===== src/rtl/load_store_unit_pkg.sv =====
// Shared definitions for the load/store unit: memory-access encodings,
// LSU state type, and helpers that derive byte lanes and misalignment
// from the access size and the byte offset within a word.
package load_store_unit_pkg;

  // Access size/sign encodings carried on MEM_Control.
  typedef enum logic [2:0] {
    MEM_BYTE              = 3'b000,
    MEM_HALFWORD          = 3'b001,
    MEM_WORD              = 3'b010,
    MEM_BYTE_UNSIGNED     = 3'b100,
    MEM_HALFWORD_UNSIGNED = 3'b101
  } mem_control_t;

  typedef enum logic [1:0] {
    IDLE = 2'd0,
    ACC1 = 2'd1,
    ACC2 = 2'd2,
    DONE = 2'd3
  } lsu_state_t;

  function automatic logic mem_control_valid(input logic [2:0] mc);
    case (mc)
      MEM_BYTE, MEM_HALFWORD, MEM_WORD,
      MEM_BYTE_UNSIGNED, MEM_HALFWORD_UNSIGNED: return 1'b1;
      default:                                  return 1'b0;
    endcase
  endfunction

  // Byte lanes spanning two consecutive words: [3:0] first word, [7:4] second.
  function automatic logic [7:0] byte_mask(input logic [2:0] mc, input logic [1:0] off);
    logic [3:0] size_mask;
    case (mc)
      MEM_BYTE, MEM_BYTE_UNSIGNED:         size_mask = 4'b0001;
      MEM_HALFWORD, MEM_HALFWORD_UNSIGNED: size_mask = 4'b0011;
      MEM_WORD:                            size_mask = 4'b1111;
      default:                             size_mask = 4'b0000;
    endcase
    return {4'b0000, size_mask} << off;
  endfunction

  function automatic logic is_misaligned(input logic [2:0] mc, input logic [1:0] off);
    case (mc)
      MEM_HALFWORD, MEM_HALFWORD_UNSIGNED: return (off == 2'd3);
      MEM_WORD:                            return (off != 2'd0);
      default:                             return 1'b0;
    endcase
  endfunction

endpackage


===== src/rtl/load_data_formatter.sv =====
// Combinational load-result formatter.
// Ports: hi/lo - second and first memory words of the access,
//        off - byte offset of the access within lo, mem_control - size/sign,
//        data - right-justified, sign- or zero-extended load value
//        (0 for an unknown encoding).
module load_data_formatter
  import load_store_unit_pkg::*;
(
  input  logic [31:0] hi,
  input  logic [31:0] lo,
  input  logic [1:0]  off,
  input  logic [2:0]  mem_control,
  output logic [31:0] data
);

  logic [63:0] merged_s;
  logic [31:0] shifted_s;

  // Align the addressed bytes to bit 0, then extend to 32 bits.
  always_comb begin
    merged_s  = {hi, lo} >> {off, 3'b000};
    shifted_s = merged_s[31:0];
    case (mem_control)
      MEM_BYTE:              data = {{24{shifted_s[7]}}, shifted_s[7:0]};
      MEM_HALFWORD:          data = {{16{shifted_s[15]}}, shifted_s[15:0]};
      MEM_WORD:              data = shifted_s;
      MEM_BYTE_UNSIGNED:     data = {24'd0, shifted_s[7:0]};
      MEM_HALFWORD_UNSIGNED: data = {16'd0, shifted_s[15:0]};
      default:               data = 32'd0;
    endcase
  end

endmodule


===== src/rtl/load_store_unit.sv =====
// MEM-stage load/store unit. Accepts one load/store per instruction, issues
// word-aligned data-memory requests with byte enables, splits accesses that
// straddle a word boundary into two transactions, and returns the extended
// load result with a one-cycle LSU_Done pulse.
// Ports: CLK/RST_N clock and async active-low reset;
//        LSU_Req/LSU_W_En/MEM_Control/Addr/W_Data request from EX/MEM;
//        LSU_Busy stall, LSU_Done completion, LSU_Misaligned unsplit-misaligned flag,
//        Data_Out load result; DM_* data-memory request/response port.
module load_store_unit
  import load_store_unit_pkg::*;
#(
  parameter int ADDR_WIDTH       = 32,
  parameter bit SPLIT_MISALIGNED = 1'b1
) (
  input  logic                  CLK,
  input  logic                  RST_N,
  input  logic                  LSU_Req,
  input  logic                  LSU_W_En,
  input  logic [2:0]            MEM_Control,
  input  logic [ADDR_WIDTH-1:0] Addr,
  input  logic [31:0]           W_Data,
  output logic                  LSU_Busy,
  output logic                  LSU_Done,
  output logic                  LSU_Misaligned,
  output logic [31:0]           Data_Out,
  output logic                  DM_Req,
  output logic                  DM_W_En,
  output logic [ADDR_WIDTH-1:0] DM_Addr,
  output logic [3:0]            DM_Byte_En,
  output logic [31:0]           DM_W_Data,
  input  logic                  DM_Ack,
  input  logic [31:0]           DM_R_Data
);

  lsu_state_t state_r, state_next_s;

  // Registered copy of the accepted request.
  logic                  store_r;
  logic [2:0]            mc_r;
  logic [ADDR_WIDTH-1:0] addr_r;
  logic [31:0]           wdata_r;
  logic                  split_r;
  logic                  skip_r;
  logic                  misal_r;
  logic [31:0]           lo_r;
  logic [31:0]           hi_r;

  logic                  dm_req_r;
  logic                  dm_w_en_r;
  logic [ADDR_WIDTH-1:0] dm_addr_r;
  logic [3:0]            dm_be_r;
  logic [31:0]           dm_wdata_r;
  logic                  lsu_done_r;
  logic                  lsu_mis_r;
  logic [31:0]           data_out_r;

  logic                  accept_s;
  logic                  in_misal_s;
  logic                  in_skip_s;
  logic                  src_store_s;
  logic [2:0]            src_mc_s;
  logic [ADDR_WIDTH-1:0] src_addr_s;
  logic [31:0]           src_wdata_s;
  logic [1:0]            src_off_s;
  logic [ADDR_WIDTH-1:0] word_addr_s;
  logic [7:0]            be8_s;
  logic [63:0]           wd64_s;
  logic [31:0]           fmt_data_s;

  // Request qualification; the request still held during the LSU_Done cycle
  // is the completed one, so it must not be taken again.
  always_comb begin
    accept_s   = LSU_Req & ~lsu_done_r;
    in_misal_s = mem_control_valid(MEM_Control) & is_misaligned(MEM_Control, Addr[1:0]);
    in_skip_s  = ~mem_control_valid(MEM_Control) | (in_misal_s & ~SPLIT_MISALIGNED);
  end

  // Next-state logic.
  always_comb begin
    state_next_s = state_r;
    case (state_r)
      IDLE: begin
        if (accept_s) begin
          state_next_s = in_skip_s ? DONE : ACC1;
        end else begin
          state_next_s = IDLE;
        end
      end
      ACC1: begin
        if (DM_Ack) begin
          state_next_s = split_r ? ACC2 : DONE;
        end else begin
          state_next_s = ACC1;
        end
      end
      ACC2: begin
        if (DM_Ack) begin
          state_next_s = DONE;
        end else begin
          state_next_s = ACC2;
        end
      end
      DONE:    state_next_s = IDLE;
      default: state_next_s = IDLE;
    endcase
  end

  // Request fields come straight from the inputs on the accept edge so the
  // first DM request can be registered in the same cycle.
  always_comb begin
    if (state_r == IDLE) begin
      src_store_s = LSU_W_En;
      src_mc_s    = MEM_Control;
      src_addr_s  = Addr;
      src_wdata_s = W_Data;
    end else begin
      src_store_s = store_r;
      src_mc_s    = mc_r;
      src_addr_s  = addr_r;
      src_wdata_s = wdata_r;
    end
    src_off_s   = src_addr_s[1:0];
    word_addr_s = {src_addr_s[ADDR_WIDTH-1:2], 2'b00};
    be8_s       = byte_mask(src_mc_s, src_off_s);
    wd64_s      = {32'd0, src_wdata_s} << {src_off_s, 3'b000};
  end

  // State register.
  always_ff @(posedge CLK or negedge RST_N) begin
    if (!RST_N) begin
      state_r <= IDLE;
    end else begin
      state_r <= state_next_s;
    end
  end

  // Capture of the accepted request and of the returned read words.
  always_ff @(posedge CLK or negedge RST_N) begin
    if (!RST_N) begin
      store_r <= 1'b0;
      mc_r    <= 3'b000;
      addr_r  <= '0;
      wdata_r <= 32'd0;
      split_r <= 1'b0;
      skip_r  <= 1'b0;
      misal_r <= 1'b0;
      lo_r    <= 32'd0;
      hi_r    <= 32'd0;
    end else if (state_r == IDLE && accept_s) begin
      store_r <= LSU_W_En;
      mc_r    <= MEM_Control;
      addr_r  <= Addr;
      wdata_r <= W_Data;
      split_r <= in_misal_s;
      skip_r  <= in_skip_s;
      misal_r <= in_misal_s;
      lo_r    <= 32'd0;
      hi_r    <= 32'd0;
    end else if (state_r == ACC1 && DM_Ack) begin
      lo_r <= DM_R_Data;
    end else if (state_r == ACC2 && DM_Ack) begin
      hi_r <= DM_R_Data;
    end else begin
      lo_r <= lo_r;
    end
  end

  // Data-memory request outputs, registered from the next state so they
  // stay stable while waiting for DM_Ack.
  always_ff @(posedge CLK or negedge RST_N) begin
    if (!RST_N) begin
      dm_req_r   <= 1'b0;
      dm_w_en_r  <= 1'b0;
      dm_addr_r  <= '0;
      dm_be_r    <= 4'b0000;
      dm_wdata_r <= 32'd0;
    end else begin
      case (state_next_s)
        ACC1: begin
          dm_req_r   <= 1'b1;
          dm_w_en_r  <= src_store_s;
          dm_addr_r  <= word_addr_s;
          dm_be_r    <= src_store_s ? be8_s[3:0] : 4'b1111;
          dm_wdata_r <= src_store_s ? wd64_s[31:0] : 32'd0;
        end
        ACC2: begin
          dm_req_r   <= 1'b1;
          dm_w_en_r  <= src_store_s;
          dm_addr_r  <= word_addr_s + ADDR_WIDTH'(3'd4);
          dm_be_r    <= src_store_s ? be8_s[7:4] : 4'b1111;
          dm_wdata_r <= src_store_s ? wd64_s[63:32] : 32'd0;
        end
        default: begin
          dm_req_r   <= 1'b0;
          dm_w_en_r  <= 1'b0;
          dm_addr_r  <= '0;
          dm_be_r    <= 4'b0000;
          dm_wdata_r <= 32'd0;
        end
      endcase
    end
  end

  load_data_formatter u_formatter (
    .hi          (hi_r),
    .lo          (lo_r),
    .off         (addr_r[1:0]),
    .mem_control (mc_r),
    .data        (fmt_data_s)
  );

  // Completion pulse and result; stores and skipped accesses return 0.
  always_ff @(posedge CLK or negedge RST_N) begin
    if (!RST_N) begin
      lsu_done_r <= 1'b0;
      lsu_mis_r  <= 1'b0;
      data_out_r <= 32'd0;
    end else if (state_r == DONE) begin
      lsu_done_r <= 1'b1;
      lsu_mis_r  <= skip_r & misal_r;
      data_out_r <= (!store_r && !skip_r) ? fmt_data_s : 32'd0;
    end else begin
      lsu_done_r <= 1'b0;
      lsu_mis_r  <= 1'b0;
      data_out_r <= 32'd0;
    end
  end

  assign LSU_Busy       = LSU_Req & ~lsu_done_r;
  assign LSU_Done       = lsu_done_r;
  assign LSU_Misaligned = lsu_mis_r;
  assign Data_Out       = data_out_r;
  assign DM_Req         = dm_req_r;
  assign DM_W_En        = dm_w_en_r;
  assign DM_Addr        = dm_addr_r;
  assign DM_Byte_En     = dm_be_r;
  assign DM_W_Data      = dm_wdata_r;

endmodule

===== config.mk =====
export PLATFORM = sky130hd
export DESIGN_NAME = load_store_unit
export DESIGN_NICKNAME = d
export VERILOG_FILES = /design/src/rtl/load_store_unit_pkg.sv /design/src/rtl/load_data_formatter.sv /design/src/rtl/load_store_unit.sv
export SDC_FILE = /design/constraint.sdc
export NUM_CORES = 1
export LEC_CHECK = 0
export BUFFER_PORTS_ARGS = -buffer_cell sky130_fd_sc_hd__buf_2
export CAP_MARGIN = 10
export CORE_AREA = 2 2 148 164
export DETAILED_ROUTE_END_ITERATION = 8
export DIE_AREA = 0 0 150 166
export PLACE_DENSITY = 0.86
export SYNTH_ARGS = -nofsm -noshare
export SYNTH_HDL_FRONTEND = slang
export SYNTH_HIERARCHICAL = 1
export SYNTH_SLANG_ARGS = --single-unit

===== constraint.sdc =====
create_clock -name CLK -period 4.04 [get_ports CLK]
set_input_delay 0.808 -clock CLK [delete_from_list [all_inputs] [get_ports CLK]]
set_output_delay 0.808 -clock CLK [all_outputs]
set_load 0.02 [all_outputs]

==> impl_metrics.env <==
export IMPL_syn_area_per_cell_um2=9.31
export IMPL_vias_in_the_first_global_route=10278
export IMPL_ant_nets=0
export IMPL_startpoint_type="flip-flop"
export IMPL_timing_setup_critical_path_class="reg2reg"
export IMPL_hold_slack_ns=0.303
export IMPL_core_area_um2=23300
export IMPL_cts_hold_buffers=0
export IMPL_timing_critical_path_required_ns=4.49
export IMPL_clock_pin_slew_on_the_worst_setup_and_hold_paths_ns=0.06
export IMPL_initial_cell_density_of_the_core_pct=52.6
export IMPL_place_area_um2=13500
export IMPL_routed_length_per_placed_instance_um=18.7
export IMPL_fin_area_um2=14300
export IMPL_fin_crit_ns=3.34
export IMPL_report_final_setup_viol=0
export IMPL_clock_skew_ns=0.0344
export IMPL_cts_root_to_sink_buffers=3
export IMPL_vdd_drop_max_mv=0.529
export IMPL_crit_path_end_kind="flip-flop"
export IMPL_die_area_um2=24900
export IMPL_gp_congestion=0.918
export IMPL_post_cts_buffers=0
export IMPL_maxCapViolations=0
export IMPL_worst_pin_slew_ns=1.04
export IMPL_clock_fmax_mhz=299
export IMPL_global_route_wire_length_before_repair_um=54600
export IMPL_row_count=59
export IMPL_combined_global_route_utilization_of_all_metal_layers_pct=27.1
export IMPL_detailedRoute_firstPassIterationCount=5
export IMPL_final_setup_worst_slack_ns=0.699
export IMPL_number_of_antenna_violations_at_the_first_check_in_global_routing=6
export IMPL_cell_count_after_synthesis=1319
export IMPL_leakagePower_nw=7.14
export IMPL_totalPowerFinal_mw=11.8
export IMPL_worst_hold_path_type="in2async"
export IMPL_synth_warnings=6
export IMPL_cts_root_buf="sky130_fd_sc_hd__clkbuf_16"
export IMPL_clk_latency_ns=0.53
export IMPL_use_met2_pct=41.9
export IMPL_clock_sinks=230
export IMPL_critical_path_peak_fanout=24
export IMPL_final_net_count=1587
export IMPL_largest_net_degree_at_the_start_of_global_routing=111
export IMPL_final_cell_count_no_fill=1806
export IMPL_syn_area_um2=12300
export IMPL_cts_inserted_buffers=25
export IMPL_status="completed"
export IMPL_busiest_layer="met2"
export IMPL_post_cts_resize_count=0
export IMPL_min_period_over_period_pct=82.7
export IMPL_cts_htree_levels=1
export IMPL_area_growth_syn_to_layout_pct=16.7
export IMPL_route_final_wire_length_um=33800
export IMPL_met3_usage_pct=4.07
export IMPL_final_layout_size_suffix_gt1_share_pct=23.2
export IMPL_layout_core_utilization_pct=61.4
export IMPL_place_worst_setup_slack_ns=0.549
export IMPL_detail_route_drc_violations=0
export IMPL_critPathArrivalTime_ns=3.79
export IMPL_grt_setup_unrepaired="false"
export IMPL_tritoncts_clock_tree="built"
export IMPL_die_width_um=150
export IMPL_timing_hold_violations_final=0
export IMPL_route_vias_total=10802
export IMPL_grtUsageMet1_pct=39.3
export IMPL_place_port_buffers=206
export IMPL_placed_cells_incl_taps=1758
export IMPL_total_global_routing_overflow=0
export IMPL_detailedPlacementHpwl_um=23600
export IMPL_drv_slew=0
export IMPL_fin_setup_tns_ns=0
export IMPL_routed_via_density=5.98
export IMPL_drt_first_iter_violations=1032
export IMPL_worst_case_headroom_to_the_max_slew_limit_pct=30.1
export IMPL_dieHeight_um=166
export IMPL_i_o_pins=209
export IMPL_power_density_nw_per_um2=824
## area by class of cell
type | instances | area [um^2]
Sequential cell | 230 | 5760
Tap cell | 305 | 382
Clock inverter | 11 | 114
Timing Repair Buffer | 234 | 1280
Multi-Input combinational cell | 974 | 6020
Inverter | 15 | 56.3
Antenna cell | 4 | 10.0
Clock buffer | 33 | 716
Fill cell | 1902 | 8990
## layer usage
layer / vias up / wire length (um)
met2: 567 / 15800
met4: 4 / 1120
met3: 101 / 2950
li1: 4925 / -
met1: 5205 / 13900
met5: - / 24
## worst paths after layout
kind                                 endpoint  slack, ns  cells after the start        from
max in group asynchronous         DM_Addr[17]       2.72                      3       RST_N
worst max-delay path            DM_W_Data[13]       0.70                      9  state_r[0]
worst max register to register  DM_W_Data[13]       0.70                      9  state_r[0]
min in group CLK                   addr_r[19]       0.47                      2  addr_r[19]
worst min-delay path               wdata_r[2]       0.30                      1       RST_N
worst min register to register     addr_r[19]       0.47                      2  addr_r[19]
## worst max-delay path, cell delays in order (launching register included)
cell and delay (ns):
sky130_fd_sc_hd__dfrtp_1 0.61, sky130_fd_sc_hd__nor2_1 0.32, sky130_fd_sc_hd__buf_4 0.23, sky130_fd_sc_hd__a32oi_1 0.07, sky130_fd_sc_hd__nand2_1 0.13, sky130_fd_sc_hd__ha_1 0.52, sky130_fd_sc_hd__inv_1 0.28, sky130_fd_sc_hd__nor2_1 0.73
sky130_fd_sc_hd__a22oi_1 0.22, sky130_fd_sc_hd__nor2_1 0.15
## sequential cells by signal, summed over array words and instances (netlist names)
name / count
DM_Addr: 30
LSU_Misaligned: 1
misal_r: 1
DM_Req: 1
lo_r: 32
DM_W_Data: 32
DM_W_En: 1
state_r: 2
wdata_r: 32
hi_r: 24
Data_Out: 32
DM_Byte_En: 4
mc_r: 3
skip_r: 1
addr_r: 32
LSU_Done: 1
store_r: 1
## cells in the final DEF, fill, tap and decap left out, drive strengths merged, types with 8 or more instances in the layout
cell,count
o32ai,9
nand4,11
o211ai,14
dfrtp,230
mux4,31
a22oi,22
nor2,56
and2,42
mux2i,65
or3b,8
nand3,8
buf,234
nand2,390
a21oi,71
inv,14
nor2b,28
o21ai,51
a31oi,25
clkinv,8
clkbuf,33
mux2,16
o22a,15
a211oi,18
## where the power goes
part | total, mW | internal [mW] | switching [mW]
clock | 2.30 | 1.37 | 0.929
combinational | 5.66 | 2.25 | 3.42
sequential | 3.85 | 3.11 | 0.734
total | 11.8 | 6.73 | 5.08
(Power assumes the default switching activity.)
